`src/rtl/ofdm_sym_demux.sv`:
```
// OFDM SIGNAL/payload separator: frames N_FFT-bin symbols, drops masked bins and
// routes SIGNAL-symbol data bins and payload data bins to separate registered ports.
module ofdm_sym_demux #(
  parameter int                DW        = 12,
  parameter int                N_FFT     = 64,
  parameter int                HDR_SYMS  = 1,
  parameter int                SYM_W     = 10,
  parameter logic [N_FFT-1:0]  DATA_MASK = 64'hFDFF_F7C0_07DF_FF7E
) (
  input  logic             clk,
  input  logic             rst,
  input  logic [DW-1:0]    din_re,
  input  logic [DW-1:0]    din_im,
  input  logic             din_vld,
  input  logic             din_sof,
  input  logic [SYM_W-1:0] pld_nsym,
  output logic [DW-1:0]    dout_signal_re,
  output logic [DW-1:0]    dout_signal_im,
  output logic             dout_signal_vld,
  output logic [DW-1:0]    dout_payload_re,
  output logic [DW-1:0]    dout_payload_im,
  output logic             dout_payload_vld,
  output logic [SYM_W-1:0] dout_sym_idx,
  output logic             frame_done,
  output logic             err_sync,
  output logic             busy
);

  // state | meaning
  // IDLE  | waiting for sof, samples discarded
  // SIG   | SIGNAL symbols, data bins to signal port
  // PLD   | payload symbols, data bins to payload port
  typedef enum logic [1:0] {IDLE, SIG, PLD} state_t;

  localparam int                BW       = $clog2(N_FFT);
  localparam logic [BW-1:0]     BIN_LAST = BW'(N_FFT - 1);
  localparam logic [SYM_W-1:0]  HDR_LAST = SYM_W'(HDR_SYMS - 1);

  state_t           state;
  logic [BW-1:0]    bin_cnt;
  logic [SYM_W-1:0] sym_cnt;
  logic [SYM_W-1:0] nsym_lat;

  // An accepted sof overrides the current position: the sample becomes SIG bin 0.
  logic             start;
  state_t           cur_st;
  logic [BW-1:0]    cur_bin;
  logic [SYM_W-1:0] cur_sym;
  logic [SYM_W-1:0] cur_nsym;
  logic             last_bin;
  logic             is_data;
  logic             sof_ok;
  logic             sof_err;
  logic             sig_end;
  logic             pld_end;

  always_comb begin
    start    = din_vld && din_sof;
    cur_st   = start ? SIG : state;
    cur_bin  = start ? '0 : bin_cnt;
    cur_sym  = start ? '0 : sym_cnt;
    cur_nsym = start ? pld_nsym : nsym_lat;
    last_bin = (cur_bin == BIN_LAST);
    is_data  = DATA_MASK[cur_bin];
    sof_ok   = start && (state == PLD) && (nsym_lat == '0) && (bin_cnt == '0);
    sof_err  = start && (state != IDLE) && !sof_ok;
    sig_end  = (cur_st == SIG) && last_bin && (cur_sym == HDR_LAST);
    pld_end  = (cur_st == PLD) && last_bin && (cur_nsym != '0) &&
               (cur_sym == cur_nsym - SYM_W'(1));
  end

  always_ff @(posedge clk or posedge rst) begin
    if (rst) begin
      state            <= IDLE;
      bin_cnt          <= '0;
      sym_cnt          <= '0;
      nsym_lat         <= '0;
      dout_signal_re   <= '0;
      dout_signal_im   <= '0;
      dout_signal_vld  <= 1'b0;
      dout_payload_re  <= '0;
      dout_payload_im  <= '0;
      dout_payload_vld <= 1'b0;
      dout_sym_idx     <= '0;
      frame_done       <= 1'b0;
      err_sync         <= 1'b0;
      busy             <= 1'b0;
    end else begin
      dout_signal_vld  <= 1'b0;
      dout_payload_vld <= 1'b0;
      frame_done       <= 1'b0;
      err_sync         <= 1'b0;
      if (din_vld && (cur_st != IDLE)) begin
        if (start)
          nsym_lat <= pld_nsym;
        if (is_data) begin
          dout_sym_idx <= cur_sym;
          if (cur_st == SIG) begin
            dout_signal_re  <= din_re;
            dout_signal_im  <= din_im;
            dout_signal_vld <= 1'b1;
          end else begin
            dout_payload_re  <= din_re;
            dout_payload_im  <= din_im;
            dout_payload_vld <= 1'b1;
          end
        end
        frame_done <= sof_ok || pld_end;
        err_sync   <= sof_err;
        bin_cnt    <= last_bin ? '0 : cur_bin + BW'(1);
        if (sig_end) begin
          state   <= PLD;
          sym_cnt <= '0;
          busy    <= 1'b1;
        end else if (pld_end) begin
          state   <= IDLE;
          sym_cnt <= '0;
          busy    <= 1'b0;
        end else begin
          state   <= cur_st;
          sym_cnt <= last_bin ? cur_sym + SYM_W'(1) : cur_sym;
          busy    <= 1'b1;
        end
      end
    end
  end

endmodule

```
`config.mk`:
```
export PLATFORM = sky130hd
export DESIGN_NAME = ofdm_sym_demux
export DESIGN_NICKNAME = d
export VERILOG_FILES = /design/src/rtl/ofdm_sym_demux.sv
export SDC_FILE = /design/constraint.sdc
export NUM_CORES = 1
export LEC_CHECK = 0
export BUFFER_PORTS_ARGS = -buffer_cell sky130_fd_sc_hd__buf_2
export CAP_MARGIN = 25
export CORE_MARGIN = 2
export CORE_UTILIZATION = 30
export CTS_CLUSTER_SIZE = 16
export DETAILED_ROUTE_END_ITERATION = 6
export PLACE_DENSITY_LB_ADDON = 0.1
export SLEW_MARGIN = 10
export SYNTH_ARGS = -nofsm -noshare
export SYNTH_HDL_FRONTEND = slang
export SYNTH_SLANG_ARGS = --single-unit
```
`constraint.sdc`:
```
create_clock -name clk -period 2.6 [get_ports clk]
set_input_delay 0.39 -clock clk [delete_from_list [all_inputs] [get_ports clk]]
set_output_delay 0.39 -clock clk [all_outputs]
set_load 0.02 [all_outputs]
```
==> results.py, run 1 <==
metrics = {
    "grt": {
        "overflow": 0,
        "grt_pass1_wl_um": 20400,
        "grt_max_degree": 36,
        "grt_use_total_pct": 16.1,
        "grt_pass1_vias": 3789,
        "antenna_found_initial": 0,
    },
    "yosys": {
        "synthArstFlopShare_pct": 100,
        "ys.flop_type": "dfrtp_1",
        "yosys_warnings": 0,
        "netlist_area_mm2": 0.00456,
        "syn_inst": 424,
        "synth_top_area_share_pct": 49.9,
        "syn_area_per_cell_um2": 10.8,
        "ys_seq_elements": 91,
        "yosysMostFrequentCell": "dfrtp_1",
        "synth_common_cells": "91 x dfrtp_1, 57 x mux2_2, 51 x nand2_1, 21 x nand3_1, 20 x nor2_1",
        "yosysUniqueCellTypes": 55,
        "synth_nets": 471,
        "ys_seq_area_share_pct": 49.9,
        "synth_area_leaders": "dfrtp_1 50%, mux2_2 14%, nand2_1 4.2%",
        "synth_edf_count": 0,
        "yosysTopAreaCell": "dfrtp_1",
    },
    "setup_path": {
        "critPathLaunchType": "flop",
        "cp.arrival_ps": 2750,
        "endpoint_kind": "flop",
        "path_max_fanout": 6,
        "path_class": "flop to flop",
        "r2r_start": "nsym_lat[2]$_DFFE_PP0P_",
        "cp.required_ps": 2830,
        "setup.worst_path.start": "nsym_lat[2]$_DFFE_PP0P_",
    },
    "die": {
        "io-pin-count": 101,
        "design.core.area_mm2": 0.0150,
        "rows": 45,
        "die_area_mm2": 0.0162,
        "chipWidth_um": 127,
        "start_util_pct": 30.3,
        "die_h_um": 127,
    },
    "routing": {
        "vias": 3806,
        "antenna_left": 0,
        "wl_met3_um": 376,
        "route.detailed.drc": 0,
        "dr.pass1.iters": 4,
        "met1_length_um": 6210,
        "drtIter0Drc": 216,
        "highest_layer": "met4",
        "wl_per_cell_um": 16.5,
        "via_per_inst": 4.91,
        "wl_um": 12800,
        "routed-wl-met2_um": 6040,
    },
    "placement": {
        "post-dp-hpwl_um": 9480,
        "place_congestion": 0.829,
        "io_buffers": 100,
    },
    "clock_tree": {
        "numClockSinks": 91,
        "clkTransAtPathRegs_ps": 70,
        "cts_tree": "yes",
        "cts.path.max_buffers": 2,
        "cts-hold-fix-buffers": 0,
        "cts_root_buf": "clkbuf_16",
        "clk_latency_ps": 350,
        "cts_max_level": 3,
        "numCtsBuffers": 9,
    },
    "hold_path": {
        "min_path_type": "primary input to asynchronous set/reset pin",
    },
    "timing": {
        "fmax_mhz": 398,
        "fin_skew_ps": 8.64,
        "fin_hold_ws_ps": 77.7,
        "period_share_pct": 96.7,
        "min_period_ps": 2510,
        "relSlewSlack_pct": 54.1,
        "setup_viol": 0,
        "final_hold_viol_count": 0,
        "slew_violations": 0,
        "tightest_slew_ps": 683,
    },
    "final_layout": {
        "fin_nets": 630,
        "layout-drive-gt1-share_pct": 45.8,
        "finish.utilization_pct": 41.0,
        "n_antenna_cell": 0,
        "area_growth_pct": 35.2,
    },
    "pwr": {
        "power_density_mw_per_mm2": 792,
        "power.total_mw": 4.88,
        "max-vdd-ir-drop_mv": 0.390,
        "leakage_nw": 2.98,
    },
    "flow_run": {
        "maxCapViolations": 0,
    },
    "run_status": {
        "status": "finished, final reports clean",
    },
}
[flip-flops by register name (all words and copies together) (netlist names), 6 cells and up]
register,count
dout_signal_re,12
sym_cnt,10
dout_payload_re,12
dout_sym_idx,10
dout_signal_im,12
nsym_lat,10
bin_cnt,6
dout_payload_im,12
[per-layer routing]
metal  vias to the layer above  track usage (%)
met4                         0             6.21
met5                         -                0
met3                        13             2.26
met1                      1892             22.6
met2                        68             25.3
li1                       1833                -
[logic make-up (layout without fill, tap and decap cells)]
kind of cell               after synthesis  in the layout  synth area share [%]
AOI/OAI and AO/OA                       64             65                  9.74
xor gates and xnor gates                15             15                  2.88
adders and majority gates                9              9                  2.47
buffers and inverters                   37            199                  3.35
DFF                                     91             91                  49.9
muxes                                   60             60                  14.7
and+or+nand+nor                        148            148                  16.9
[stage by stage]
| stage | std cells | setup slack, ps | TNS (ps) | instance area (um2) |
|---|---|---|---|---|
| after global routing | 775 | -9.30 | -14.7 | 6160 |
| final | 775 | 86.0 | 0 | 6160 |
| after floorplan | 424 | -438 | -23600 | 4740 |
| after detailed placement | 754 | -346 | -10320 | 5800 |
| after global placement | 754 | -300 | -9600 | 5800 |
| after CTS | 769 | 14.7 | 0 | 6070 |
[report_power, final]
part	internal, mW	switching (mW)	total (mW)
clock network	0.653	0.598	1.25
logic	0.756	0.946	1.70
registers	1.74	0.191	1.93
[critical path, cell delays in order, from the launching register on]
cell	delay, ps
dfrtp_1	410
xor2_2	200
mux2i_1	220
xnor2_1	100
or4b_4	530
a2111oi_4	320
buf_4	210
a31o_2	230
buf_4	130
o22ai_1	50
[placed cells by master (no fill, tap or decap), types with 5 or more instances in the layout]
cell / Yosys / routed
buf_4: 0 / 62
ha_1: 9 / 7
dfrtp_1: 91 / 91
or3_1: 7 / 7
nand3_1: 21 / 19
xnor2_1: 8 / 8
clkinvlp_4: 0 / 5
and2_1: 6 / 5
buf_2: 5 / 99
inv_1: 18 / 16
o21ai_0: 17 / 14
xor2_1: 7 / 6
nor2_1: 20 / 19
nand2_1: 51 / 49
nor4_1: 6 / 5
a21oi_1: 16 / 16
clkbuf_16: 0 / 9
nor3_1: 7 / 7
mux2_2: 57 / 55
nand3b_1: 5 / 5
[area by class of cell]
type | count | area [um2]
clock buffer | 9 | 225
clock inverter | 6 | 50.0
fill | 1455 | 8870
inverter | 18 | 71.3
multi-input combinational | 297 | 2260
sequential | 91 | 2280
tap | 188 | 235
timing repair buffer | 166 | 1050
[final timing paths]
check                                                 endpoint  slack [ps]  depth (start not counted)
worst max-delay path                    sym_cnt[1]$_DFFE_PP0P_          90                          9
worst min-delay path            dout_payload_im[7]$_DFFE_PP0P_          80                          2
worst max register to register          sym_cnt[1]$_DFFE_PP0P_          90                          9
worst min register to register   dout_signal_re[3]$_DFFE_PP0P_         500                          1
max in group asynchronous       dout_payload_re[3]$_DFFE_PP0P_        1790                          4
min in group clk                 dout_signal_im[6]$_DFFE_PP0P_         280                          2
[timing repair]
item	in CTS	in global routing
setup endpoints to repair	0	11
resized for setup	0	9
setup buffers	0	5
(Power assumes the default switching activity.)
==> inputs of run 2 (changes only) <==
--- a/config.mk
+++ b/config.mk
@@ -12,5 +12,5 @@
 export CTS_CLUSTER_SIZE = 16
 export DETAILED_ROUTE_END_ITERATION = 6
-export PLACE_DENSITY_LB_ADDON = 0.1
+export PLACE_DENSITY = 0.47
 export SLEW_MARGIN = 10
 export SYNTH_ARGS = -nofsm -noshare
==> constraint.sdc (replaced) <==
create_clock -name clk -period 2.6 [get_ports clk]
set_input_delay 0.39 -clock clk [delete_from_list [all_inputs] [get_ports clk]]
set_output_delay 0.39 -clock clk [all_outputs]
set_load 0.005 [all_outputs]
==> run 2 against run 1 <==
Net effect:
- sequential power hardly changed
- core utilization rose by 0.46 points
- die area stayed put
- via count rose by 0.16%
- cell area increased by 1.1%
- critical path type unchanged
- largest power group unchanged
==> results.py, run 2 (synthesized netlist as in run 1, its figures left out) <==
metrics = {
    "die": {
        "die_area_mm2": 0.0162,
        "design.core.area_mm2": 0.0150,
        "rows": 45,
        "start_util_pct": 30.3,
        "io-pin-count": 101,
        "chipWidth_um": 127,
        "die_h_um": 127,
    },
    "placement": {
        "dp.cells": 752,
        "place_area_mm2": 0.00582,
        "post-dp-hpwl_um": 9150,
        "io_buffers": 100,
        "place_congestion": 0.810,
    },
    "clock_tree": {
        "numClockSinks": 91,
        "clkTransAtPathRegs_ps": 70,
        "cts.path.max_buffers": 2,
        "cts_max_level": 3,
        "cts_tree": "yes",
        "cts_root_buf": "clkbuf_16",
        "numCtsBuffers": 9,
        "clk_latency_ps": 350,
    },
    "setup_path": {
        "slowest_delay_ps": 530,
        "rr_endpoint": "sym_cnt[5]$_DFFE_PP0P_",
        "path_class": "flop to flop",
        "r2r_start": "nsym_lat[2]$_DFFE_PP0P_",
        "slowest_stage": "or4b_4",
        "cp_top_family": "simple AND/OR/NAND/NOR gates",
        "crit_buf_inv": 1,
        "critPathLaunchType": "flop",
        "rr_worst_depth": 9,
        "endpoint_kind": "flop",
        "path_max_fanout": 6,
        "cp.arrival_ps": 2750,
        "r2r_slack_ps": 70,
        "path_cells": "xor2_2, mux2i_1, xnor2_1, or4b_4, a2111oi_4, buf_4, a31oi_2, nand3b_1, o211ai_1",
        "cp.required_ps": 2820,
    },
    "pwr": {
        "max-vdd-ir-drop_mv": 0.324,
        "leakage_nw": 3.02,
        "power_density_mw_per_mm2": 763,
    },
    "timing": {
        "setup_viol": 0,
        "slew_violations": 0,
        "fin_skew_ps": 8.73,
        "min_period_ps": 2530,
        "rsz0062_at_grt": "yes",
        "final_hold_viol_count": 0,
        "tns_ps": 0,
        "tightest_slew_ps": 609,
        "fmax_mhz": 396,
        "relSlewSlack_pct": 59.1,
        "period_share_pct": 97.2,
    },
    "routing": {
        "antenna_left": 0,
        "wl_um": 12400,
        "vias": 3812,
        "via_per_inst": 4.94,
        "drtIter0Drc": 241,
        "dr.pass1.iters": 4,
        "route.detailed.drc": 0,
        "wl_per_cell_um": 16.1,
    },
    "final_layout": {
        "fillers": 1475,
        "fin_area_mm2": 0.00623,
        "layoutNonFillerInstCount": 772,
        "n_antenna_cell": 0,
        "layout-drive-gt1-share_pct": 45.7,
        "fin_nets": 626,
        "seq_area_mm2": 0.00228,
        "multi_input_area_mm2": 0.00226,
        "final_cell_mix": "100 x buf_2, 91 x dfrtp_1, 55 x mux2_2, 55 x buf_4, 48 x nand2_1",
        "finish.utilization_pct": 41.5,
        "final_common_cell": "buf_2",
        "area_growth_pct": 36.7,
    },
    "hold_path": {
        "min_path_type": "primary input to asynchronous set/reset pin",
    },
    "grt": {
        "grt_use_total_pct": 15.9,
        "grt_pass1_wl_um": 20300,
        "antenna_found_initial": 0,
        "grt_pass1_vias": 3870,
        "overflow": 0,
        "grt_max_degree": 47,
    },
    "run_status": {
        "status": "finished, final reports clean",
    },
    "flow_run": {
        "maxCapViolations": 0,
    },
}
## run 2: worst max path at each step
stage	slack, ps	cells past startpoint	to	from
global route	-30	9	sym_cnt[3]$_DFFE_PP0P_	nsym_lat[1]$_DFFE_PP0P_
floorplan	-440	14	busy$_DFFE_PP0P_	din_vld
detailed placement	-310	13	sym_cnt[4]$_DFFE_PP0P_	din_vld
CTS	20	9	sym_cnt[4]$_DFFE_PP0P_	nsym_lat[2]$_DFFE_PP0P_
finish	70	9	sym_cnt[5]$_DFFE_PP0P_	nsym_lat[2]$_DFFE_PP0P_
global placement	-290	11	sym_cnt[3]$_DFFE_PP0P_	din_vld
## run 2: stage by stage
step	power [mW]	worst slack (ps)	hold slack (ps)
global route	5.04	-28.4	156
CTS	4.81	16.0	135
detailed placement	3.31	-313	488
finish	4.75	72.1	111
floorplan	2.69	-438	481
global placement	3.29	-294	482
## run 2: layout make-up
cell class	instances	share of cell area, %
clock buffer	10	3.83
multi-input combinational	297	36.3
tap	188	3.77
timing repair buffer	162	16.9
inverter	18	1.14
clock inverter	6	1.55
sequential	91	36.5
## run 2: where the power goes
part           total [mW]  internal [mW]  switching (mW)
logic                1.35          0.745           0.608
clock network        1.47          0.881           0.594
registers            1.93           1.74           0.187
## run 2: repair_timing
item / CTS / global route
pin swaps: 0 / 3
hold endpoints to repair: 0 / 0
endpoints found under the setup margin: 5 / 41
resized for setup: 1 / 8
cloned: 0 / 1
buffers inserted: 1 / 2
hold buffers: 0 / 0
## run 2: metal layers
| metal | global-route usage [%] | part of all wire, % | vias up |
|---|---|---|---|
| li1 | - | - | 1830 |
| met1 | 21.8 | 47 | 1875 |
| met2 | 24.7 | 47 | 89 |
| met3 | 2.43 | 3.9 | 18 |
| met4 | 7.30 | 2.3 | 0 |
| met5 | 0 | 0 | - |
